$ cat config.mk
export PLATFORM = sky130hd
export DESIGN_NAME = output_merger_nway
export DESIGN_NICKNAME = d
export VERILOG_FILES = /design/src/rtl/output_merger_nway.sv
export SDC_FILE = /design/constraint.sdc
export NUM_CORES = 1
export LEC_CHECK = 0
export ABC_AREA = 0
export CORE_MARGIN = 3
export CORE_UTILIZATION = 30
export DETAILED_ROUTE_END_ITERATION = 12
export PLACE_DENSITY = 0.7
export REMOVE_ABC_BUFFERS = 1
export SLEW_MARGIN = 0
export SYNTH_ARGS = -nofsm -noshare
export SYNTH_HDL_FRONTEND = slang
export SYNTH_SLANG_ARGS = --single-unit
export TNS_END_PERCENT = 1
$ cat constraint.sdc
create_clock -name clock -period 3.25 [get_ports clock]
set_clock_uncertainty 0.2 [all_clocks]
set_input_delay 0.325 -clock clock [delete_from_list [all_inputs] [get_ports clock]]
set_output_delay 0.325 -clock clock [all_outputs]
set_load 0.1 [all_outputs]
$ cat src/rtl/output_merger_nway.sv
// output_merger_nway
// Drains one event per enabled wedge FIFO in ascending wedge order into a
// single output FIFO. Per-wedge end-event (EE) words are stripped, their
// event IDs are cross-checked against the first wedge's EE, and one merged
// EE word (error fields ORed together) closes every event.
// Optional feature: define MERGER_WATCHDOG_EN to build a READ-stall watchdog
// that escalates to the error path after TIMEOUT consecutive stalled cycles.
module output_merger_nway #(
    parameter int N_WEDGE = 4,
    parameter int DATA_W  = 32,
    parameter int EID_W   = 8,
    parameter int ERR_LSB = 8,
    parameter int TIMEOUT = 4096
) (
    input  logic                        clock,
    input  logic                        reset_n,
    input  logic [N_WEDGE-1:0]          wedge_enable,
    input  logic [N_WEDGE-1:0]          in_empty,
    input  logic [N_WEDGE*DATA_W-1:0]   in_data,
    output logic [N_WEDGE-1:0]          in_re,
    input  logic                        out_hfull,
    output logic                        out_we,
    output logic [DATA_W-1:0]           out_data,
    output logic                        error_out,
    output logic [1:0]                  err_code,
    output logic [2:0]                  state_out,
    output logic [15:0]                 event_count
);

    localparam int CUR_W = $clog2(N_WEDGE);
    localparam logic [N_WEDGE-1:0] WEDGE0_BIT = {{(N_WEDGE-1){1'b0}}, 1'b1};

    if (N_WEDGE < 2 || N_WEDGE > 16 || TIMEOUT < 1 || TIMEOUT > 65535) begin : g_param_check
        $error("output_merger_nway: N_WEDGE or TIMEOUT out of range");
    end

    typedef enum logic [2:0] {
        ST_IDLE      = 3'd0,
        ST_READ      = 3'd1,
        ST_EMIT      = 3'd2,
        ST_ERROR_OUT = 3'd3,
        ST_ERROR     = 3'd4
    } state_t;

    // Index of the lowest set bit of a wedge mask (0 when the mask is empty).
    function automatic logic [CUR_W-1:0] lowest_bit(input logic [N_WEDGE-1:0] mask);
        logic [CUR_W-1:0] idx;
        idx = '0;
        for (int i = N_WEDGE - 1; i >= 0; i--) begin
            if (mask[i]) begin
                idx = CUR_W'(i);
            end
        end
        return idx;
    endfunction

    // Merged EE word: reference EE with its error field replaced and EE flag forced.
    function automatic logic [DATA_W-1:0] merge_ee(input logic [DATA_W-1:0] ref_word,
                                                   input logic [7:0]        err);
        logic [DATA_W-1:0] w;
        w = ref_word;
        w[ERR_LSB +: 8] = err;
        w[DATA_W-1] = 1'b1;
        return w;
    endfunction

    state_t                 state_r;
    logic [N_WEDGE-1:0]     en_reg_r;
    logic [CUR_W-1:0]       cur_r;
    logic [DATA_W-1:0]      ref_word_r;
    logic                   have_ref_r;
    logic [7:0]             err_acc_r;
    logic                   out_we_r;
    logic [DATA_W-1:0]      out_data_r;
    logic                   error_out_r;
    logic [1:0]             err_code_r;
    logic [15:0]            event_count_r;

    logic [DATA_W-1:0]      head_s;
    logic                   read_s;
    logic                   is_ee_s;
    logic                   mismatch_s;
    logic [N_WEDGE-1:0]     rem_s;
    logic                   has_next_s;
    logic [CUR_W-1:0]       next_cur_s;
    logic                   wd_hit_s;

    // Head-word decode, read qualification and search for the next enabled wedge.
    always_comb begin
        head_s  = in_data[cur_r*DATA_W +: DATA_W];
        is_ee_s = head_s[DATA_W-1];
        if (state_r == ST_READ) begin
            read_s = !in_empty[cur_r] && !out_hfull;
        end else begin
            read_s = 1'b0;
        end
        if (read_s && is_ee_s && have_ref_r) begin
            mismatch_s = (head_s[EID_W-1:0] != ref_word_r[EID_W-1:0]);
        end else begin
            mismatch_s = 1'b0;
        end
        rem_s = '0;
        for (int i = 0; i < N_WEDGE; i++) begin
            rem_s[i] = en_reg_r[i] && (i > int'(cur_r));
        end
        has_next_s = |rem_s;
        next_cur_s = lowest_bit(rem_s);
    end

`ifdef MERGER_WATCHDOG_EN
    localparam logic [15:0] WD_LAST = 16'(TIMEOUT - 1);

    logic [15:0] wd_cnt_r;
    logic        wd_stall_s;

    assign wd_stall_s = (state_r == ST_READ) && in_empty[cur_r];
    assign wd_hit_s   = wd_stall_s && (wd_cnt_r == WD_LAST);

    // Stall counter: counts consecutive empty-head cycles in READ, cleared otherwise.
    always_ff @(posedge clock or negedge reset_n) begin
        if (!reset_n) begin
            wd_cnt_r <= 16'd0;
        end else if (wd_stall_s) begin
            wd_cnt_r <= wd_cnt_r + 16'd1;
        end else begin
            wd_cnt_r <= 16'd0;
        end
    end
`else
    assign wd_hit_s = 1'b0;
`endif

    // Merger FSM with registered output strobes, data and status.
    always_ff @(posedge clock or negedge reset_n) begin
        if (!reset_n) begin
            state_r       <= ST_IDLE;
            en_reg_r      <= '0;
            cur_r         <= '0;
            ref_word_r    <= '0;
            have_ref_r    <= 1'b0;
            err_acc_r     <= 8'd0;
            out_we_r      <= 1'b0;
            out_data_r    <= '0;
            error_out_r   <= 1'b0;
            err_code_r    <= 2'b00;
            event_count_r <= 16'd0;
        end else begin
            out_we_r    <= 1'b0;
            error_out_r <= 1'b0;
            case (state_r)
                ST_IDLE: begin
                    if ((wedge_enable != '0) && !out_hfull) begin
                        en_reg_r   <= wedge_enable;
                        cur_r      <= lowest_bit(wedge_enable);
                        have_ref_r <= 1'b0;
                        err_acc_r  <= 8'd0;
                        state_r    <= ST_READ;
                    end
                end
                ST_READ: begin
                    if (read_s) begin
                        if (!is_ee_s) begin
                            out_we_r   <= 1'b1;
                            out_data_r <= head_s;
                        end else begin
                            err_acc_r <= err_acc_r | head_s[ERR_LSB +: 8];
                            if (!have_ref_r) begin
                                ref_word_r <= head_s;
                                have_ref_r <= 1'b1;
                            end
                            if (mismatch_s) begin
                                err_code_r  <= 2'b01;
                                error_out_r <= 1'b1;
                                state_r     <= ST_ERROR_OUT;
                            end else if (has_next_s) begin
                                cur_r <= next_cur_s;
                            end else begin
                                state_r <= ST_EMIT;
                            end
                        end
                    end else if (wd_hit_s) begin
                        err_code_r  <= 2'b10;
                        error_out_r <= 1'b1;
                        state_r     <= ST_ERROR_OUT;
                    end
                end
                ST_EMIT: begin
                    if (!out_hfull) begin
                        out_we_r      <= 1'b1;
                        out_data_r    <= merge_ee(ref_word_r, err_acc_r);
                        event_count_r <= event_count_r + 16'd1;
                        err_acc_r     <= 8'd0;
                        have_ref_r    <= 1'b0;
                        state_r       <= ST_IDLE;
                    end
                end
                ST_ERROR_OUT: begin
                    state_r <= ST_ERROR;
                end
                ST_ERROR: begin
                    state_r <= ST_ERROR;
                end
                default: begin
                    state_r <= ST_IDLE;
                end
            endcase
        end
    end

    assign in_re       = read_s ? (WEDGE0_BIT << cur_r) : '0;
    assign out_we      = out_we_r;
    assign out_data    = out_data_r;
    assign error_out   = error_out_r;
    assign err_code    = err_code_r;
    assign state_out   = state_r;
    assign event_count = event_count_r;

endmodule

# ---- Word-level counts from Yosys, hierarchy flattened
# Cells that the tools add are included.
dict set report word_totals {
  input_bits 139
  register_bits 100
}
dict set report classes {
  muxes 47
  bitwise_logic 3
  n_reduce_logical 24
  shift 2
  magnitude_cmp 4
  add_sub_neg 1
  eq_ne 13
}
# operator count
set op_table {}
lappend op_table {{$shiftx A128 B8 Y32} 1}
lappend op_table {{$mux W32} 3}
lappend op_table {{$pmux W32 S2} 1}
lappend op_table {{$mux W8} 4}
lappend op_table {{$mux W2} 12}
lappend op_table {{$pmux W8 S3} 1}
lappend op_table {{$mux W3} 6}
lappend op_table {{$add A16 B1 Y16 const B} 1}
lappend op_table {{$mux W1} 14}
lappend op_table {{$ne A2 B2 Y1 const B} 7}
lappend op_table {{$pmux W3 S4} 1}
lappend op_table {{$reduce_and A4 Y1} 3}
lappend op_table {{$reduce_and A5 Y1} 2}
lappend op_table {{$ne A8 B8 Y1} 1}
lappend op_table {{$or A8 B8 Y8} 1}
lappend op_table {{$logic_and A1 B1 Y1} 7}
lappend op_table {{$eq A3 B2 Y1 const B} 2}
lappend op_table {{$reduce_and A6 Y1} 1}
lappend op_table {{$gt A2 B2 Y1 const A} 2}
lappend op_table {{$mux W4} 1}
lappend op_table {{$pmux W2 S2} 1}
lappend op_table {{$reduce_and A2 Y1} 2}
lappend op_table {{$reduce_bool A2 Y1} 2}
lappend op_table {{$reduce_bool A4 Y1} 1}
lappend op_table {{15 further kinds} 17}

# ---- Longest topological paths before layout
# Gate-level depths: netlist of the first run.
dict set report depth {
  ltp_word 12
  depth_mapped 9
  mapped_depth_nobuf 6
}

# ---- Least setup slack after synthesis of the first run
# Ideal clock, no wire load.
dict set report synth_path {
  kind {reg-to-output}
  startpoint {reg state_r[0], in the netlist state_out[0]}
  endpoint {out in_re[0]}
  t_arrival_ns 3.845
  slack_ns -1.120
  required_ns 2.725
  stages_incl_launch_ff 5
  path_buffers 0
  cell_sequence {dfrtp_1 inv_1 nor3_1 nand2_1 nor3_1}
}
dict set report synth_between {
  elab_chain_cells 3
}
# item line_no
set synth_rtl {}
lappend synth_rtl {{from (decl)} 67} ;# state_t state_r;
lappend synth_rtl {{from (signal assigned)} 136} ;# state_r <= ST_IDLE;
lappend synth_rtl {{from (signal assigned)} 157} ;# state_r <= ST_READ;
lappend synth_rtl {{from (signal assigned)} 174} ;# state_r <= ST_ERROR_OUT;
lappend synth_rtl {{$eq A3 B1 Y1} 92} ;# if (state_r == ST_READ) begin
lappend synth_rtl {{$mux W1} 92}
lappend synth_rtl {{$mux W4} 210} ;# assign in_re = read_s ? (WEDGE0_BIT << cur_r) : '0;
lappend synth_rtl {{to (decl)} 20} ;# output logic [N_WEDGE-1:0] in_re,
# No other way between the ends.

# ---- Final worst setup path of the first run
dict set report layout_path {
  startpoint {reg cur_r[0]}
  endpoint {out in_re[1]}
}
dict set report layout_between {
  elab_chain_cells 6
}
# item line_no
set layout_rtl {}
lappend layout_rtl {{from (decl)} 69} ;# logic [CUR_W-1:0] cur_r;
lappend layout_rtl {{from (signal assigned)} 154} ;# cur_r <= lowest_bit(wedge_enable);
lappend layout_rtl {{from (signal assigned)} 176} ;# cur_r <= next_cur_s;
lappend layout_rtl {{$bmux W1 S2} 93} ;# read_s = !in_empty[cur_r] && !out_hfull;
lappend layout_rtl {{$mux W1 (implied by the code)} 93}
lappend layout_rtl {{$logic_not A1 Y1} 93}
lappend layout_rtl {{$logic_and A1 B1 Y1} 93}
lappend layout_rtl {{$mux W1} 92}
lappend layout_rtl {{$mux W4 (*)} 210}
# Mark *: on every way between the ends. The rest lies on a longest branch, timed or not. The select of a mux whose other input is x is not followed.

==> flow_summary_export.csv, run 1 <==
group,metric,value,unit
outcome,status,"finished, final reports clean",
synthesis,synth_top_area_share,47.53,%
clocking,postCtsSetupRepairBufs,0,
cells_and_area,fillers,1385,
min_path,whs_path_depth,1,
routing,ant_nets,0,
worst_setup_path,worst_setup_path_start_kind,"register",
worst_setup_path,critPathMaxStageDelay,640,ps
cells_and_area,final_cell_mix,"clkdlybuf4s50_1, dfrtp_1, buf_4",
routing,avgViaCountPerCell,4.799,
power,vdd_drop_max,0.0004544,V
floorplanning,core-area,15430,µm²
cells_and_area,drive_gt1_share,22.87,%
floorplanning,io_pins,198,
placement,numPortBuffers,196,
worst_setup_path,crit_chain,"mux4_2, nor2_1, nand2_1, nor3_1, buf_12",
routing,vias,3887,
synthesis,syn_area,4791,µm²
worst_setup_path,path_class,"reg2out",
clocking,root_buffer,"clkbuf_16",
timing,drv_slew,0,
routing,drt-pass1-iter-count,4,
grt,antenna_found_initial,0,
worst_setup_path,cp_max_fo,18,
routing,drc_errors,0,
power,p_leak,0.003021,µW
run,drv_cap,0,
worst_setup_path,r2r_cells,7,
routing,drt_iter0_drc,100,
power,p_per_area,962.6,nW/µm²
synthesis,yosysTopAreaCell,"dfrtp_1",
synthesis,synthCells,398,
timing,final.min_clock_period,2935,ps
timing,max_freq,340.7,MHz
worst_setup_path,cp_top_family,"simple AND/OR/NAND/NOR gates",
clocking,cts_made_buffers,9,
cells_and_area,final_core_util,47.18,%
grt,grt_max_degree,65,
clocking,cts_sinks,91,
floorplanning,die_h,132.4,µm
floorplanning,rows,45,
min_path,hold_path.class,"reg2reg",
synthesis,synth.yosys.seq_area_share,47.53,%
worst_setup_path,path_buf_inv,1,
clocking,cts_tree,"yes",
cells_and_area,design_area,7278,µm²
synthesis,syn_area_per_cell,12.04,µm²
clocking,htreeDepth,3,
routing,drt_wl_total,13380,µm
timing,setup_viol_count_final,0,
timing,tns,0,ps
cells_and_area,final_common_cell,"clkdlybuf4s50_1",
floorplanning,start_util,31.05,%
grt,track_usage,15.54,%
grt,first_global_vias,4115,
placement,hpwl,10500,µm
synthesis,synth_cell_types,39,
floorplanning,dieArea,17520,µm²
placement,gp_congestion,0.8324,
cells_and_area,final_nets,734,
synthesis,synth.area.top_cells,"dfrtp_1, mux4_2, mux2i_1",
grt,grt-ovfl-total,0,
worst_setup_path,cp_slowest_cell,"dfrtp_4",
timing,post-route-period-util,90.31,%
cells_and_area,antenna_cells,0,
timing,rsz0062_at_grt,"no",
timing,worst_pin_slew,1069,ps
worst_setup_path,cp.depth,5,
timing,max-slew-margin-rel,28.75,%
floorplanning,die_w,132.4,µm
placement,postPlaceCellArea,6955,µm²
timing,finalHoldViolations,0,
worst_setup_path,crit_arrival,2410,ps
clocking,cts_buffer_depth,2,
grt,grt_pass1_wl,21810,µm
synthesis,synth-seq-cells,91,
worst_setup_path,end_kind,"output pin",
clocking,path_clk_slew,60,ps
worst_setup_path,crit_required,2720,ps
routing,avgRoutedWirePerCell,16.52,µm
cells_and_area,areaGrowthSynthToFinish,51.92,%
clocking,worstSkewPairLatency,330,ps
synthesis,yosys_warnings,0,
## report_power, final
part           switching [µW]  internal, µW
Clock                     410           671
Sequential                372          1580
Combinational            2580          1400
## final cells by class
class / instances / area (µm²) / share of cell area (%)
inverter: 8 / 30.03 / 0.4126
tap: 211 / 264.0 / 3.627
sequential: 91 / 2282 / 31.36
multi-input combinational: 274 / 2370 / 32.56
clock buffer: 11 / 232.7 / 3.198
clock inverter: 5 / 77.57 / 1.066
timing repair buffer: 210 / 2022 / 27.78
## cells in the mapped netlist
cell,instances
a21o_1,1
a21oi_1,11
a311oi_1,1
a31oi_1,2
and2b_1,1
and3_1,3
buf_1,3
buf_2,8
buf_4,1
buf_6,2
clkbuf_1,11
conb_1,1
dfrtp_1,91
ha_1,1
inv_1,8
mux2_2,25
mux2_4,1
mux2i_1,32
mux4_2,33
nand2_1,44
nand2b_1,2
nand3_1,9
nand3b_1,2
nand4_1,5
nor2_1,18
nor2b_1,3
nor3_1,8
nor3b_1,1
nor4_1,2
o211ai_2,2
o21a_1,2
o21ai_0,35
o22ai_1,2
o311ai_0,1
o31ai_1,1
or2b_1,1
or3_1,1
xnor2_1,19
xor2_1,4
## layer usage
layer	track usage (%)	share of wire, %	wire (µm)	up-vias
met5	0	0	0	-
li1	-	-	-	1838
met3	4.389	7.0	940	11
met2	26.77	51	6819	137
met1	19.31	41	5501	1901
met4	3.868	0.87	116	0
## final timing paths
kind | startpoint | end | slack (ps)
hold / removal | err_code[0]$_DFFE_PN0P_ | err_code[0]$_DFFE_PN0P_ | 270
min in group asynchronous | reset_n | out_we$_DFF_PN0_ | 400
setup reg to reg | cur_r[1]$_DFFE_PN0P_ | cur_r[0]$_DFFE_PN0P_ | 390
hold reg to reg | err_code[0]$_DFFE_PN0P_ | err_code[0]$_DFFE_PN0P_ | 270
max in group asynchronous | reset_n | out_data[4]$_DFFE_PN0P_ | 1700
setup / recovery | cur_r[0]$_DFFE_PN0P_ | in_re[1] | 310
## state kept, by name, indices dropped and copies added, names as in the netlist, 2 cells and up
name and cells:
cur_r 2, ref_word_r 23, event_count 16, err_acc_r 8, state_out 3, en_reg_r 3, out_data 32
## worst reg2reg max path, cell delays in order (launching register included)
cell and delay (ps):
dfrtp_2 660, buf_4 300, mux4_2 350, xnor2_1 220, nand4_1 190, o211ai_2 340
o211ai_2 170, mux2_4 320
## timing repair
action	4_1_cts	5_1_grt
gates resized for setup	0	1
endpoints found under the setup margin	0	2
hold buffers	1	0
endpoints found under the hold margin	52	0
## stage by stage
stage | power, µW | hold slack [ps] | std cells | setup slack, ps
floorplan | 4854 | -170.6 | 373 | -3139
global placement | 5882 | 212.8 | 793 | 270.5
detailed placement | 5990 | 217.2 | 793 | 235.6
CTS | 7100 | 278.1 | 810 | 85.85
global route | 7406 | 297.0 | 810 | 151.1
finish | 7006 | 269.0 | 810 | 314.8
## cells by family after synthesis
family | count (synthesis) | share of synthesized area [%]
and+or+nand+nor | 100 | 9.506
muxes | 91 | 28.39
DFF | 91 | 47.53
AOI/OAI and AO/OA | 58 | 6.842
buffers and inverters | 33 | 3.186
xor gates and xnor gates | 23 | 4.205
adders and majority gates | 1 | 0.2611
other | 1 | 0.07827
No activity file was read; power rests on OpenSTA's default activity.
==> run 2, diff against run 1 <==
CORE_UTILIZATION = 39   (was 30)
PLACE_DENSITY = 0.87   (was 0.7)
clock period = 2.7 ns   (was 3.25 ns; I/O delays follow)
==> run 2 against run 1 <==
- sequential power up 18%
- worst setup slack worse by 190 ps
- hold slack better by 13 ps
- critical path type unchanged
- largest cell class unchanged
==> flow_summary_export.csv, run 2 (synthesized netlist as in run 1, its figures left out) <==
group,metric,value,unit
worst_setup_path,cpMostUsedCell,"buf_12",
grt,grt_max_degree,48,
timing,max-slew-margin-rel,60.03,%
worst_setup_path,worst_setup_path_start_kind,"register",
clocking,root_buffer,"clkbuf_16",
clocking,htreeDepth,3,
placement,numPortBuffers,196,
routing,drt_iter0_drc,79,
clocking,cts_buffer_depth,2,
outcome,status,"finished, final reports clean",
worst_setup_path,cp_slowest_cell,"mux4_2",
routing,drc_errors,0,
timing,worst_pin_slew,599.5,ps
worst_setup_path,crit_start,"cur_r[0]$_DFFE_PN0P_",
timing,post-route-period-util,95.42,%
clocking,cts_sinks,91,
timing,finalHoldViolations,0,
floorplanning,die_w,116.8,µm
clocking,cts_tree,"yes",
grt,grt_pass1_wl,20480,µm
timing,setup_viol_count_final,0,
routing,drt_wl_total,13290,µm
timing,final.min_clock_period,2576,ps
timing,max_freq,388.2,MHz
worst_setup_path,rrSetupSlack,130,ps
worst_setup_path,r2r_cells,8,
worst_setup_path,crit_arrival,2110,ps
power,p_leak,0.003141,µW
cells_and_area,final_common_cell,"clkdlybuf4s50_1",
floorplanning,io_pins,198,
cells_and_area,antenna_cells,0,
cells_and_area,largest_register_ffs,32,
cells_and_area,finalNonFillerCells,750,
timing,drv_slew,0,
routing,avgViaCountPerCell,5.259,
grt,track_usage,19.41,%
placement,place_inst,729,
placement,pre_cts_slack,118.3,ps
worst_setup_path,end_kind,"output pin",
floorplanning,die_h,116.8,µm
clocking,path_clk_slew,60,ps
floorplanning,dieArea,13650,µm²
worst_setup_path,crit_required,2230,ps
power,p_per_area,1175,nW/µm²
routing,vias,3944,
power,vdd_drop_max,0.0007358,V
worst_setup_path,r2r_end,"cur_r[0]$_DFFE_PN0P_",
cells_and_area,final_nets,743,
clocking,worstSkewPairLatency,330,ps
worst_setup_path,critPathMaxStageDelay,490,ps
cells_and_area,areaGrowthSynthToFinish,53.43,%
floorplanning,core-area,11710,µm²
grt,grtUsageMet1,22.62,%
worst_setup_path,path_class,"reg2out",
floorplanning,start_util,40.91,%
routing,drt-pass1-iter-count,4,
min_path,hold_path.class,"reg2reg",
worst_setup_path,crit_end,"in_re[3]",
cells_and_area,final_cell_mix,"clkdlybuf4s50_1, dfrtp_1, buf_4",
worst_setup_path,r2r-start,"cur_r[0]$_DFFE_PN0P_",
grt,first_global_vias,4177,
floorplanning,rows,39,
timing,fin_ws,123.7,ps
grt,met2_usage,35.72,%
routing,avgRoutedWirePerCell,17.71,µm
grt,grt.busiest_layer,"met2",
worst_setup_path,crit_chain,"buf_12, mux4_2, nor2_2, buf_4, nand2_4, nor3_4, buf_12",
grt,grt.met3_usage,4.576,%
clocking,cts_made_buffers,9,
routing,ant_nets,0,
grt,grt-ovfl-total,0,
grt,antenna_found_initial,0,
cells_and_area,drive_gt1_share,27.35,%
run,drv_cap,0,
placement,gp_congestion,0.8132,
worst_setup_path,cp_max_fo,5,
timing,rsz0062_at_grt,"no",
timing,tns,0,ps
placement,hpwl,10140,µm
[run 2: area by class of cell]
type	instances	area [µm²]
multi-input combinational	274	2425
inverter	8	30.03
clock inverter	2	35.03
fill	939	4360
tap	143	178.9
timing repair buffer	219	2140
sequential	91	2282
clock buffer	13	260.3
[run 2: metal layers]
metal / share of wire (%) / vias to the layer above
li1: - / 1859
met1: 39 / 1923
met2: 53 / 146
met3: 6.5 / 16
met4: 1.2 / 0
met5: 0 / -
[run 2: through the flow]
stage / instance area (µm²) / total power [µW] / util, % / hold WS [ps]
2_1_floorplan: 4668 / 5843 / - / -225.6
3_3_place_gp: 6913 / 7119 / 59.03 / 103.5
3_5_place_dp: 6913 / 7241 / 59.03 / 117.3
4_1_cts: 7283 / 8617 / 62.19 / 288.7
5_1_grt: 7351 / 9110 / 62.77 / 299.2
6_report: 7351 / 8637 / 62.77 / 282.1
[run 2: worst min path at each step]
stage                                  endpoint  depth (start not counted)                   startpoint
floorplan                  cur_r[0]$_DFFE_PN0P_                          0                      reset_n
global placement    event_count[15]$_DFFE_PN0P_                          1                      reset_n
detailed placement  event_count[11]$_DFFE_PN0P_                          1                      reset_n
CTS                     out_data[3]$_DFFE_PN0P_                          2      out_data[3]$_DFFE_PN0P_
global route        event_count[15]$_DFFE_PN0P_                          1  event_count[15]$_DFFE_PN0P_
finish                 out_data[27]$_DFFE_PN0P_                          2     out_data[27]$_DFFE_PN0P_
[run 2: power by group]
| part | total [µW] | internal, µW | leakage (µW) | switching (µW) |
|---|---|---|---|---|
| Combinational | 5090 | 1830 | 0.00184 | 3260 |
| Clock | 1250 | 762 | 0.000146 | 489 |
| Sequential | 2300 | 1900 | 0.00115 | 399 |
| Total | 8640 | 4490 | 0.00314 | 4140 |
[run 2: what timing repair did]
| action | in CTS | in global routing |
|---|---|---|
| gates cloned | 1 | 0 |
| hold endpoints to repair | 44 | 0 |
| setup endpoints to repair | 4 | 4 |
| gates resized for setup | 6 | 6 |
| setup buffers | 1 | 3 |
| pin swaps | 1 | 2 |
| hold buffers | 1 | 0 |
[run 2: worst max-delay path: cells and delay by family (launching register included)]
kind | cells | cell delay [ps]
and+or+nand+nor | 3 | 440
muxes | 1 | 490
DFF | 1 | 380
buffers and inverters | 3 | 450
==> run 3, diff against run 2 <==
HOLD_SLACK_MARGIN = 0.02   (was default)
==> results of run 3 <==
Final layout, timing and power as in run 2 (identical DEF).
